File: src/rtl/prog_loader.sv
// ============================================================================
//  Module   : prog_loader
//  Brief    : Streams a length-prefixed byte program into instruction memory
//             and holds the CPU in reset until a complete program is loaded.
//             Optional trailing XOR checksum byte: define LOADER_CHECKSUM_EN.
//  Revision : 1.0 - initial release
// ============================================================================
`default_nettype none

module prog_loader #(
   parameter int NUMWORDS  = 32,
   parameter int DATAWIDTH = 32
) (
   input  logic                 clk_i,
   input  logic                 rst_ni,
   input  logic                 start_i,
   input  logic                 byte_valid_i,
   input  logic [7:0]           byte_data_i,
   output logic                 byte_ready_o,
   output logic                 we_o,
   output logic [31:0]          waddr_o,
   output logic [DATAWIDTH-1:0] wdata_o,
   output logic                 cpu_rst_o,
   output logic                 done_o,
   output logic                 err_o
);

   localparam int c_cw = $clog2(NUMWORDS + 1);

   typedef enum logic [2:0] {
      S_IDLE  = 3'd0,
      S_LEN   = 3'd1,
      S_DATA  = 3'd2,
      S_WRITE = 3'd3,
      S_DONE  = 3'd4,
      S_ERR   = 3'd5
`ifdef LOADER_CHECKSUM_EN
      , S_CHK = 3'd6
`endif
   } state_t;

   state_t                r_state;
   logic [c_cw-1:0]       r_len;
   logic [c_cw-1:0]       r_word_idx;
   logic [1:0]            r_byte_cnt;
   logic [DATAWIDTH-1:0]  r_asm;
`ifdef LOADER_CHECKSUM_EN
   logic [7:0]            r_csum;
`endif

   logic                  w_xfer;
   logic                  w_len_ok;
   logic [c_cw-1:0]       w_idx_next;
   logic [DATAWIDTH-1:0]  w_asm_next;

   assign w_xfer     = byte_valid_i & byte_ready_o;
   assign w_len_ok   = (byte_data_i != 8'd0) && ({24'd0, byte_data_i} <= 32'(NUMWORDS));
   assign w_idx_next = r_word_idx + c_cw'(1);
   // Little-endian assembly: after four shifts the first byte sits in bits 7:0.
   assign w_asm_next = {byte_data_i, r_asm[DATAWIDTH-1:8]};

   always_ff @(posedge clk_i or negedge rst_ni) begin
      if (!rst_ni) begin
         r_state      <= S_IDLE;
         r_len        <= '0;
         r_word_idx   <= '0;
         r_byte_cnt   <= '0;
         r_asm        <= '0;
`ifdef LOADER_CHECKSUM_EN
         r_csum       <= '0;
`endif
         byte_ready_o <= 1'b0;
         we_o         <= 1'b0;
         waddr_o      <= '0;
         wdata_o      <= '0;
         cpu_rst_o    <= 1'b1;
         done_o       <= 1'b0;
         err_o        <= 1'b0;
      end else begin
         we_o <= 1'b0;
         case (r_state)
            S_IDLE, S_DONE, S_ERR: begin
               if (start_i) begin
                  r_state      <= S_LEN;
                  r_word_idx   <= '0;
                  r_byte_cnt   <= '0;
`ifdef LOADER_CHECKSUM_EN
                  r_csum       <= '0;
`endif
                  byte_ready_o <= 1'b1;
                  cpu_rst_o    <= 1'b1;
                  done_o       <= 1'b0;
                  err_o        <= 1'b0;
               end
            end
            S_LEN: begin
               if (w_xfer) begin
                  if (w_len_ok) begin
                     r_len   <= c_cw'(byte_data_i);
                     r_state <= S_DATA;
                  end else begin
                     r_state      <= S_ERR;
                     byte_ready_o <= 1'b0;
                     err_o        <= 1'b1;
                  end
               end
            end
            S_DATA: begin
               if (w_xfer) begin
                  r_asm      <= w_asm_next;
                  r_byte_cnt <= r_byte_cnt + 2'd1;
`ifdef LOADER_CHECKSUM_EN
                  r_csum     <= r_csum ^ byte_data_i;
`endif
                  if (r_byte_cnt == 2'd3) begin
                     r_state      <= S_WRITE;
                     byte_ready_o <= 1'b0;
                     we_o         <= 1'b1;
                     waddr_o      <= 32'({r_word_idx, 2'b00});
                     wdata_o      <= w_asm_next;
                  end
               end
            end
            S_WRITE: begin
               r_word_idx <= w_idx_next;
               if (w_idx_next == r_len) begin
`ifdef LOADER_CHECKSUM_EN
                  r_state      <= S_CHK;
                  byte_ready_o <= 1'b1;
`else
                  r_state      <= S_DONE;
                  done_o       <= 1'b1;
                  cpu_rst_o    <= 1'b0;
`endif
               end else begin
                  r_state      <= S_DATA;
                  byte_ready_o <= 1'b1;
               end
            end
`ifdef LOADER_CHECKSUM_EN
            S_CHK: begin
               if (w_xfer) begin
                  byte_ready_o <= 1'b0;
                  if (byte_data_i == r_csum) begin
                     r_state   <= S_DONE;
                     done_o    <= 1'b1;
                     cpu_rst_o <= 1'b0;
                  end else begin
                     r_state <= S_ERR;
                     err_o   <= 1'b1;
                  end
               end
            end
`endif
            default: begin
               r_state      <= S_IDLE;
               byte_ready_o <= 1'b0;
            end
         endcase
      end
   end

endmodule

`default_nettype wire

File: config.mk
export PLATFORM = sky130hd
export DESIGN_NAME = prog_loader
export DESIGN_NICKNAME = d
export VERILOG_FILES = /design/src/rtl/prog_loader.sv
export SDC_FILE = /design/constraint.sdc
export NUM_CORES = 1
export LEC_CHECK = 0
export CELL_PAD_IN_SITES_DETAIL_PLACEMENT = 1
export CELL_PAD_IN_SITES_GLOBAL_PLACEMENT = 1
export CORE_MARGIN = 2
export CORE_UTILIZATION = 40
export CTS_CLUSTER_DIAMETER = 40
export DETAILED_ROUTE_END_ITERATION = 7
export PLACE_DENSITY_LB_ADDON = 0.1
export SYNTH_ARGS = -nofsm -noshare
export SYNTH_HDL_FRONTEND = slang
export SYNTH_SLANG_ARGS = --single-unit
File: constraint.sdc
create_clock -name clk_i -period 2.6 [get_ports clk_i]
set_clock_uncertainty 0.15 [all_clocks]
set_input_delay 0.26 -clock clk_i [delete_from_list [all_inputs] [get_ports clk_i]]
set_output_delay 0.26 -clock clk_i [all_outputs]
set_load 0.005 [all_outputs]
==> results.md, run 1 <==
Status:
- The flow ran to the end, and the final reports show no timing, DRC or antenna violations.

Setup path:
- The worst setup path is captured at a register.
- The launching element type of the critical path is a primary input.
- The terminus of the critical flop-to-flop path is r_state[2]$_DFFE_PN0P_.
- The depth of the most critical reg-to-reg path is 6.
- By startpoint and endpoint, the worst setup path is classified as in -> reg.
- At the worst endpoint, the required time is between 2000 and 3000 ps.
- The data arrival time of the critical path is ~2500 ps.
- The worst setup path startpoint is byte_data_i[2].
- The peak fanout along the critical path is 7.
- The worst register-to-register path begins at r_word_idx[0]$_DFFE_PN0P_.
- The flop-to-flop setup slack is between 400 and 500 ps.

Clock tree:
- After clock tree synthesis, the clock-pin slew on the worst setup and hold paths is approximately 90 ps.
- After clock tree synthesis, the setup repair step added 0 buffers.
- The H-tree generated during clock tree synthesis spans 3 levels.
- Clock tree synthesis found a total of 84 sinks.
- The insertion delay of the later-clocked pin in the worst-skew pair is approximately 360 ps.
- The maximum buffer depth of the clock tree is 2.
- The clock tree from TritonCTS is yes.
- Clock tree synthesis inserted a total of 9 buffers.
- In this run, post-CTS repair resized a total of 0 instances.
- In this run the clock root is driven by a sky130_fd_sc_hd__clkbuf_8.
- Buffers inserted to repair hold after CTS numbered 1.

STA:
- The number of endpoints with negative hold slack in the final report is 0.
- The clock period could shrink to between 2000 and 2500 ps.
- The max-slew violation total from the final report came to 0.
- The total setup violations reported at the end of the flow is 0.
- The final worst-path cycle share is 92.39%.
- Setup repair after global routing left no endpoint under its margin.
- Derived from the worst setup path, the maximum achievable clock frequency is 0.4163 GHz.

Synth:
- The part of the Yosys area used for sequential elements is ~56%.
- Summing every instance area after synthesis gives around 0.0037 sq mm.
- The commonest register cell after synthesis is sky130_fd_sc_hd__dfrtp_1.
- The distinct cell type count of the synthesized netlist is 44.
- The post-synthesis sequential element count is 84.
- By count the netlist is led by sky130_fd_sc_hd__dfrtp_1 (83), sky130_fd_sc_hd__mux2_2 (63), sky130_fd_sc_hd__buf_4 (26).
- The number of enable-type register cells in the synthesized netlist is 0.
- The largest area contributor in the netlist is sky130_fd_sc_hd__dfrtp_1.
- Yosys instantiated no cell more often than sky130_fd_sc_hd__dfrtp_1.
- The count of warnings emitted by yosys is 0.
- The share of synthesized area in the top cell type comes to a little under three fifths.
- For this run, asynchronously set or reset flops after synthesis account for 100.0%.
- Counting every instance in the synthesized netlist gives about 290.
- After synthesis, the mean cell area works out to about 13 sq um.
- Yosys attributes the largest share of cell area to sky130_fd_sc_hd__dfrtp_1 (55%), sky130_fd_sc_hd__mux2_2 (19%), sky130_fd_sc_hd__buf_4 (5.2%).

Place:
- At the end of routability-driven placement, the weighted congestion stood at ~0.71.
- The detailed placement HPWL is roughly 5 mm.
- The count of input and output buffers is 54.
- Counting tap cells, the placed design contains a total of around 450 instances.

Final layout:
- In the final layout, flip-flops and latches occupy between 0.002 and 0.0025 sq mm.
- The number of inserted filler cells in the final layout is just under 1000.
- In the final layout, the multi-input gates occupy between 0.001 and 0.0015 sq mm.
- Excluding fillers, the count of instances in the completed layout stands at approximately 470.
- Of the cells placed in the final design, the portion with a size suffix greater than 1 is 28.17%.
- The synthesis-to-finish area growth is 22.95%.
- 0 antenna diodes ended up in the layout.
- The count of nets after finishing is between 300 and 400.

Power:
- The analysis attributes to cell leakage a power of 2.216 nW.
- The post-layout total power is between 3 and 4 mW.
- VDD sags by at most 299.0 uV.
- Power spread over the standard cell area amounts to between 700 and 800 mW/mm^2.

Global routing:
- The first global-routing pass estimated roughly 12 mm of wire.
- The number of global-route vias before repair is around 2500.
- In the global route stage, overall resource usage came out at 15.96%.
- The final global-route overflow total is 0.
- Entering global routing, the biggest net connects between 50 and 60 pins.
- The number of antenna violations at the first check in global routing was 0.

Die:
- just over 80 I/O pins were placed.
- The vertical die dimension is about 100 um.
- The area of the die is just over 0.01 sq mm.
- The effective utilization at floorplan is approximately two fifths.
- The core outline area is 0.009153 sq mm.
- After floorplanning, the core was divided into 35 placement rows.
- From left edge to right edge, the die measures 100.8 um.

Routing:
- The number of antenna-violating nets in the routed design is 0.
- After detailed routing, the average wire length per cell comes to roughly 16 um.
- The ratio of routed vias to standard cells is ~5.1.
- In the routed design, unresolved DRC markers number 0.
- The total number of vias is 2357.
- The first routing iteration left 42 violations.
- The detailed-router iteration count before antenna repair is 4.
- The total wire length is 7.435 mm.

Flow run:
- Max-cap violations in this run came to 0.

Min path:
- In this run the worst hold path is classified as in -> async.
[logic make-up after synthesis]
kind of cell	after synthesis	share of synthesized area [%]
AOI/OAI and AO/OA	33	5.745
xor gates and xnor gates	8	1.870
adders and majority gates	2	0.6679
buffers and inverters	45	7.348
DFF	84	56.15
muxes	71	21.88
other	1	0.1001
and+or+nand+nor	44	6.246
[state kept, by name (all words and copies together), names as in the netlist]
signal        flops
byte_ready_o      1
cpu_rst_o         1
done_o            1
err_o             1
r_asm            24
r_byte_cnt        2
r_len             6
r_state           3
r_word_idx        6
waddr_o           6
wdata_o          32
we_o              1
[power breakdown]
group	internal [mW]	total, mW	switching (mW)
combinational	0.417	0.807	0.390
sequential	1.53	1.75	0.214
clock	0.552	1.05	0.498
total	2.50	3.60	1.10
[worst max-delay path by stage]
| stage | end | slack, ps | cells past startpoint |
|---|---|---|---|
| after floorplan | r_len[0]$_DFFE_PN0P_ | 420 | 6 |
| after global placement | r_len[3]$_DFFE_PN0P_ | -180 | 7 |
| after detailed placement | r_len[0]$_DFFE_PN0P_ | -190 | 7 |
| after CTS | r_len[1]$_DFFE_PN0P_ | 170 | 7 |
| after global routing | r_len[2]$_DFFE_PN0P_ | 110 | 7 |
| final | r_len[2]$_DFFE_PN0P_ | 200 | 7 |
[routing by layer]
layer  GRT usage, %  up-vias  routed length (um)
li1               -     1085                   -
met1          20.59     1202                3364
met2          25.59       59                3581
met3          3.883       11                 342
met4          6.955        0                 146
met5              0        -                   0
[layout by cell type, fill, tap and decap left out, types with 2 or more instances in the layout]
| master | Yosys | final |
|---|---|---|
| sky130_fd_sc_hd__ha_1 | 2 | 2 |
| sky130_fd_sc_hd__nor3_1 | 4 | 4 |
| sky130_fd_sc_hd__nand2b_1 | 3 | 3 |
| sky130_fd_sc_hd__buf_4 | 26 | 11 |
| sky130_fd_sc_hd__conb_1 | 1 | 26 |
| sky130_fd_sc_hd__and4_1 | 3 | 3 |
| sky130_fd_sc_hd__mux2_4 | 6 | 6 |
| sky130_fd_sc_hd__mux2_2 | 63 | 63 |
| sky130_fd_sc_hd__bufinv_16 | 0 | 2 |
| sky130_fd_sc_hd__buf_12 | 0 | 2 |
| sky130_fd_sc_hd__o21ai_0 | 3 | 3 |
| sky130_fd_sc_hd__o211ai_1 | 2 | 2 |
| sky130_fd_sc_hd__xnor2_1 | 6 | 6 |
| sky130_fd_sc_hd__nand2_1 | 10 | 9 |
| sky130_fd_sc_hd__mux2i_1 | 2 | 2 |
| sky130_fd_sc_hd__xor2_1 | 2 | 2 |
| sky130_fd_sc_hd__inv_6 | 0 | 3 |
| sky130_fd_sc_hd__o22ai_1 | 2 | 2 |
| sky130_fd_sc_hd__or3_1 | 2 | 2 |
| sky130_fd_sc_hd__or4_1 | 2 | 2 |
| sky130_fd_sc_hd__dfrtp_1 | 83 | 83 |
| sky130_fd_sc_hd__nor2_1 | 13 | 13 |
| sky130_fd_sc_hd__clkbuf_8 | 0 | 9 |
| sky130_fd_sc_hd__a21oi_1 | 12 | 12 |
| sky130_fd_sc_hd__nand3_1 | 3 | 3 |
| sky130_fd_sc_hd__clkdlybuf4s50_1 | 0 | 53 |
| sky130_fd_sc_hd__inv_1 | 4 | 4 |
[final cells by class]
type / count / area share, %
clock buffer: 10 / 2.771
timing repair buffer: 67 / 14.40
multi-input combinational: 184 / 31.78
sequential: 84 / 45.67
tap: 111 / 3.015
clock inverter: 6 / 2.037
inverter: 4 / 0.3260
[critical path: stages]
cell	delay, ps
sky130_fd_sc_hd__clkdlybuf4s50_1	470
sky130_fd_sc_hd__or4_1	560
sky130_fd_sc_hd__o21ai_1	190
sky130_fd_sc_hd__nand3_1	110
sky130_fd_sc_hd__or4_1	410
sky130_fd_sc_hd__buf_4	190
sky130_fd_sc_hd__mux2_4	300
[per-stage QoR]
step | TNS, ps | hold WS (ps) | util [%] | cell area [sq um] | worst slack [ps]
after floorplan | 0 | -185.6 | - | 3840 | 420.2
after global placement | -1083 | 97.40 | 47.79 | 4374 | -180.8
after detailed placement | -1123 | 101.6 | 47.79 | 4374 | -193.8
after CTS | 0 | 250.0 | 50.32 | 4606 | 172.6
after global routing | 0 | 282.5 | 50.32 | 4606 | 108.4
final | 0 | 243.0 | 50.32 | 4606 | 197.8
Note: power is estimated with default switching activity, not from simulation.
==> run 2, diff against run 1 <==
--- a/config.mk
+++ b/config.mk
@@ -5,12 +5,14 @@
 export SDC_FILE = /design/constraint.sdc
 export NUM_CORES = 1
 export LEC_CHECK = 0
+export CAP_MARGIN = 15
 export CELL_PAD_IN_SITES_DETAIL_PLACEMENT = 1
 export CELL_PAD_IN_SITES_GLOBAL_PLACEMENT = 1
 export CORE_MARGIN = 2
 export CORE_UTILIZATION = 40
 export CTS_CLUSTER_DIAMETER = 40
 export DETAILED_ROUTE_END_ITERATION = 7
+export GPL_TIMING_DRIVEN = 0
 export PLACE_DENSITY_LB_ADDON = 0.1
 export SYNTH_ARGS = -nofsm -noshare
 export SYNTH_HDL_FRONTEND = slang
==> results.md, run 2 (synthesized netlist as in run 1, its figures left out) <==
Status:
- The flow ran to the end, and the final reports show no timing, DRC or antenna violations.

Place:
- The count of placed standard cells including taps came to 479 (+6.7%).
- The detailed placement HPWL is 5.899 mm (+16%).
- The global placer's final weighted congestion is 0.8218 (+16%).
- The cell area reported after detailed placement came to 0.004544 sq mm (+3.9%).
- The count of input and output buffers came to 54 (unchanged).

Die:
- The vertical die dimension is 100.8 um (unchanged).
- The effective utilization at floorplan is 40.93% (unchanged).
- The horizontal extent of the die is 100.8 um (unchanged).
- The number of cell rows came to 35 (unchanged).
- The boundary pin count came to 81 (unchanged).
- The area of the die came to 0.01016 sq mm (unchanged).
- The core outline area is 0.009153 sq mm (unchanged).

STA:
- The final period demand of the worst path is 2475 ps (+72.87 ps).
- The final worst-path cycle share came to 95.19% (+2.8 points).
- The transition time at the pin with the least slew margin is 741.8 ps.
- The max-slew violation total from the final report is 0 (unchanged).
- The total setup violations reported at the end of the flow is 0 (unchanged).
- Measured against its own limit, the worst slew margin works out to between 50% and 60%.
- Setup repair after global routing left no endpoint under its margin.
- The highest clock frequency the design can meet is 0.4040 GHz (-2.9%).
- The number of endpoints with negative hold slack in the final report is 0 (unchanged).
- The worst hold-check slack is 215.2 ps (-27.82 ps).

Clock tree:
- TritonCTS built the clock tree.
- The clock transition at the registers of the reported paths is 90 ps (about the same).
- The insertion delay of the later-clocked pin in the worst-skew pair came to 370 ps (about the same).
- Clock tree synthesis selected as its root buffer the cell sky130_fd_sc_hd__clkbuf_8.
- The number of clock sinks is 84 (unchanged).
- The maximum buffer depth of the clock tree is 2 (unchanged).
- The maximum level of the CTS H-tree is 3 (unchanged).
- The TritonCTS buffer count was 9 (unchanged).

Final layout:
- The library cell used most frequently in the layout, excluding fill and tap cells, is sky130_fd_sc_hd__dfrtp_1.
- The sequential cell area is 0.002103 sq mm (unchanged).
- From synthesis to final layout, the design area changed by 27.42%.
- The number of inserted filler cells in the final layout is 991 (+2.9%).
- In the layout the commonest cells are sky130_fd_sc_hd__dfrtp_1 (83), sky130_fd_sc_hd__mux2_2 (63), sky130_fd_sc_hd__clkdlybuf4s50_1 (53), sky130_fd_sc_hd__buf_4 (29), sky130_fd_sc_hd__conb_1 (26).
- In the final layout, the registers with the most flip-flops are wdata_o (32), r_asm (24).
- Counting flops per register, the top entry is wdata_o.
- The final design utilization is 52.15% (+1.8 points).
- The count of nets after finishing is 396 (+8.8%).
- The count of non-filler cells in the finished layout is 498 (+6.9%).
- The area used by multi-input combinational logic is 0.001465 sq mm (about the same).
- The fraction of final layout cells sized beyond drive strength 1 was 30.75% (+2.6 points).
- The number of flip-flops in the largest register is 32 (unchanged).
- The area of all placed cells without fillers came to 0.004773 sq mm (+3.6%).
- The total inserted antenna cells was 0 (unchanged).

Global routing:
- The final global-route overflow total is 0 (unchanged).
- The number of antenna violations at the first check in global routing was 0 (unchanged).
- The number of global-route vias before repair was 2548 (+3.0%).
- The overall fraction of global-route tracks in use is 17.46% (+1.5 points).
- The wire length of the first global-routing pass was 13.47 mm (+8.0%).
- The largest net degree at the start of global routing was 56 (+7.7%).

Setup path:
- The depth of the most critical reg-to-reg path came to 6 (unchanged).
- The buffers plus inverters on the worst setup path was 2 (unchanged).
- The required time of the critical path is 2700 ps (about the same).
- The worst register-to-register path ends at r_len[2]$_DFFE_PN0P_.
- The signal on the critical path passes through clkdlybuf4s50_1 -> or4_1 -> o21ai_2 -> nand3_1 -> or4_1 -> buf_6 -> mux2_4.
- The data arrival time of the critical path is 2570 ps (+80 ps).
- STA classifies the critical path startpoint as a primary input.
- The maximum cell stage delay along the critical path is 630 ps (+70 ps).
- Grouping stages by cell kind, the critical path spends the most delay in simple AND/OR/NAND/NOR gates.
- The type of the setup path with the least slack is in -> reg.
- The most numerous cell type found on the critical path is sky130_fd_sc_hd__or4_1.
- Tracing the worst setup path back leads to its startpoint at byte_data_i[0].
- The startpoint identified for the worst register-to-register timing path is r_state[2]$_DFFE_PN0P_.
- The flop-to-flop setup slack is 340 ps (-110 ps).
- The slowest cell on the critical path is sky130_fd_sc_hd__or4_1.
- The peak fanout along the critical path came to 7 (unchanged).
- The kind of end point of the critical path is a register.

Power:
- The combinational power share is 25.1% (+2.7 points).
- The leakage power is 2.324 nW (+4.9%).
- The total power density per cell area is 747.4 mW/mm^2 (-4.5%).
- The fraction of power spent switching nets came to 31.83% (+1.2 points).
- The largest voltage drop on the vdd net is 321.5 uV (+7.5%).
- The post-layout total power is 3.567 mW (-1.0%).
- The net load switching power was 1.136 mW (+3.0%).
- The clock share of power was 26.8% (-2.3 points).
- The cell-internal power was 2.432 mW (-2.8%).
- The power share of the sequential group was 48.2% (-0.3 points).

Min path:
- In this run the worst hold path is classified as in -> async.

Routing:
- The number of DRC violations after detailed-routing iteration 0 came to 61 (+45%).
- The ratio of routed vias to standard cells is 5.008 (-0.99%).
- The detailed-router iteration count before antenna repair came to 4 (unchanged).
- The total DRC errors in the routed layout is 0 (unchanged).
- The number of antenna-violating nets in the routed design is 0 (unchanged).
- The detail-routed net length per standard cell is 16.58 um (+3.9%).
- The total wire length came to 8.256 mm (+11%).
- The total number of vias is 2494 (+5.8%).

Flow run:
- The count of maximum capacitance violations is 0 (unchanged).
[run 2: cell types whose count changed in the layout (fill, tap and decap cells not counted), sizes merged]
| cell | before | now |
|---|---|---|
| buf | 13 | 32 |
| clkbuf | 10 | 23 |
| clkinvlp | 1 | 3 |
| inv | 7 | 5 |
| bufinv | 2 | 1 |
| clkinv | 0 | 1 |
[run 2: worst max path at each step]
| stage | to | slack [ps] | cells after the start |
|---|---|---|---|
| finish | r_len[2]$_DFFE_PN0P_ | 120 | 7 |
| global route | r_len[0]$_DFFE_PN0P_ | 30 | 7 |
| CTS | r_len[2]$_DFFE_PN0P_ | 80 | 7 |
| detailed placement | r_len[2]$_DFFE_PN0P_ | -310 | 7 |
| global placement | wdata_o[0]$_DFFE_PN0P_ | -1980 | 1 |
| floorplan | r_len[0]$_DFFE_PN0P_ | 420 | 6 |
[run 2: metal layers]
layer  track usage, %  wire [um]  up-vias
li1                 -          -     1150
met1            22.99       3753     1271
met2            27.69       3973       63
met3            3.745        359       10
met4            7.903        170        0
met5                0          0        -
[run 2: worst reg2reg max path, cell delays in order (launching register included)]
cell and delay (ps):
sky130_fd_sc_hd__dfrtp_1 370, sky130_fd_sc_hd__clkbuf_1 230, sky130_fd_sc_hd__nand2b_1 210, sky130_fd_sc_hd__clkbuf_1 200
sky130_fd_sc_hd__or4_1 520, sky130_fd_sc_hd__buf_6 170, sky130_fd_sc_hd__mux2_4 300
[run 2: stage by stage]
step                TNS [ps]  setup WS (ps)
floorplan                  0          420.2
global placement     -173020          -1977
detailed placement     -9823         -308.4
CTS                        0          75.97
global route               0          31.63
finish                     0          124.9
[run 2: power by group through the flow]
stage | clock network, mW | logic (mW) | registers, mW
2_1_floorplan | 0 | 0.638 | 1.68
3_3_place_gp | 0 | 0.850 | 1.73
3_5_place_dp | 0 | 0.892 | 1.75
4_1_cts | 0.982 | 0.906 | 1.72
5_1_grt | 1.02 | 0.988 | 1.75
6_report | 0.955 | 0.894 | 1.72
[run 2: area by class of cell]
class / count / area share, %
Buffer: 41 / 5.452
Clock buffer: 10 / 2.674
Clock inverter: 6 / 1.520
Inverter: 4 / 0.3145
Multi-Input combinational cell: 184 / 30.69
Sequential cell: 84 / 44.06
Tap cell: 111 / 2.910
Timing Repair Buffer: 58 / 12.37
[run 2: timing repair]
item / CTS / global route
pin swaps: 1 / 0
setup endpoints to repair: 46 / 6
cloned: 0 / 0
hold buffers: 1 / 0
endpoints found under the hold margin: 29 / 0
resized for setup: 0 / 1
setup buffers: 2 / 0
==> run 3, diff against run 2 <==
--- a/config.mk
+++ b/config.mk
@@ -14,6 +14,7 @@
 export DETAILED_ROUTE_END_ITERATION = 7
 export GPL_TIMING_DRIVEN = 0
 export PLACE_DENSITY_LB_ADDON = 0.1
+export SLEW_MARGIN = 20
 export SYNTH_ARGS = -nofsm -noshare
 export SYNTH_HDL_FRONTEND = slang
 export SYNTH_SLANG_ARGS = --single-unit
==> results of run 3 <==
No change in the layout: final DEF, timing and power equal those of run 2.
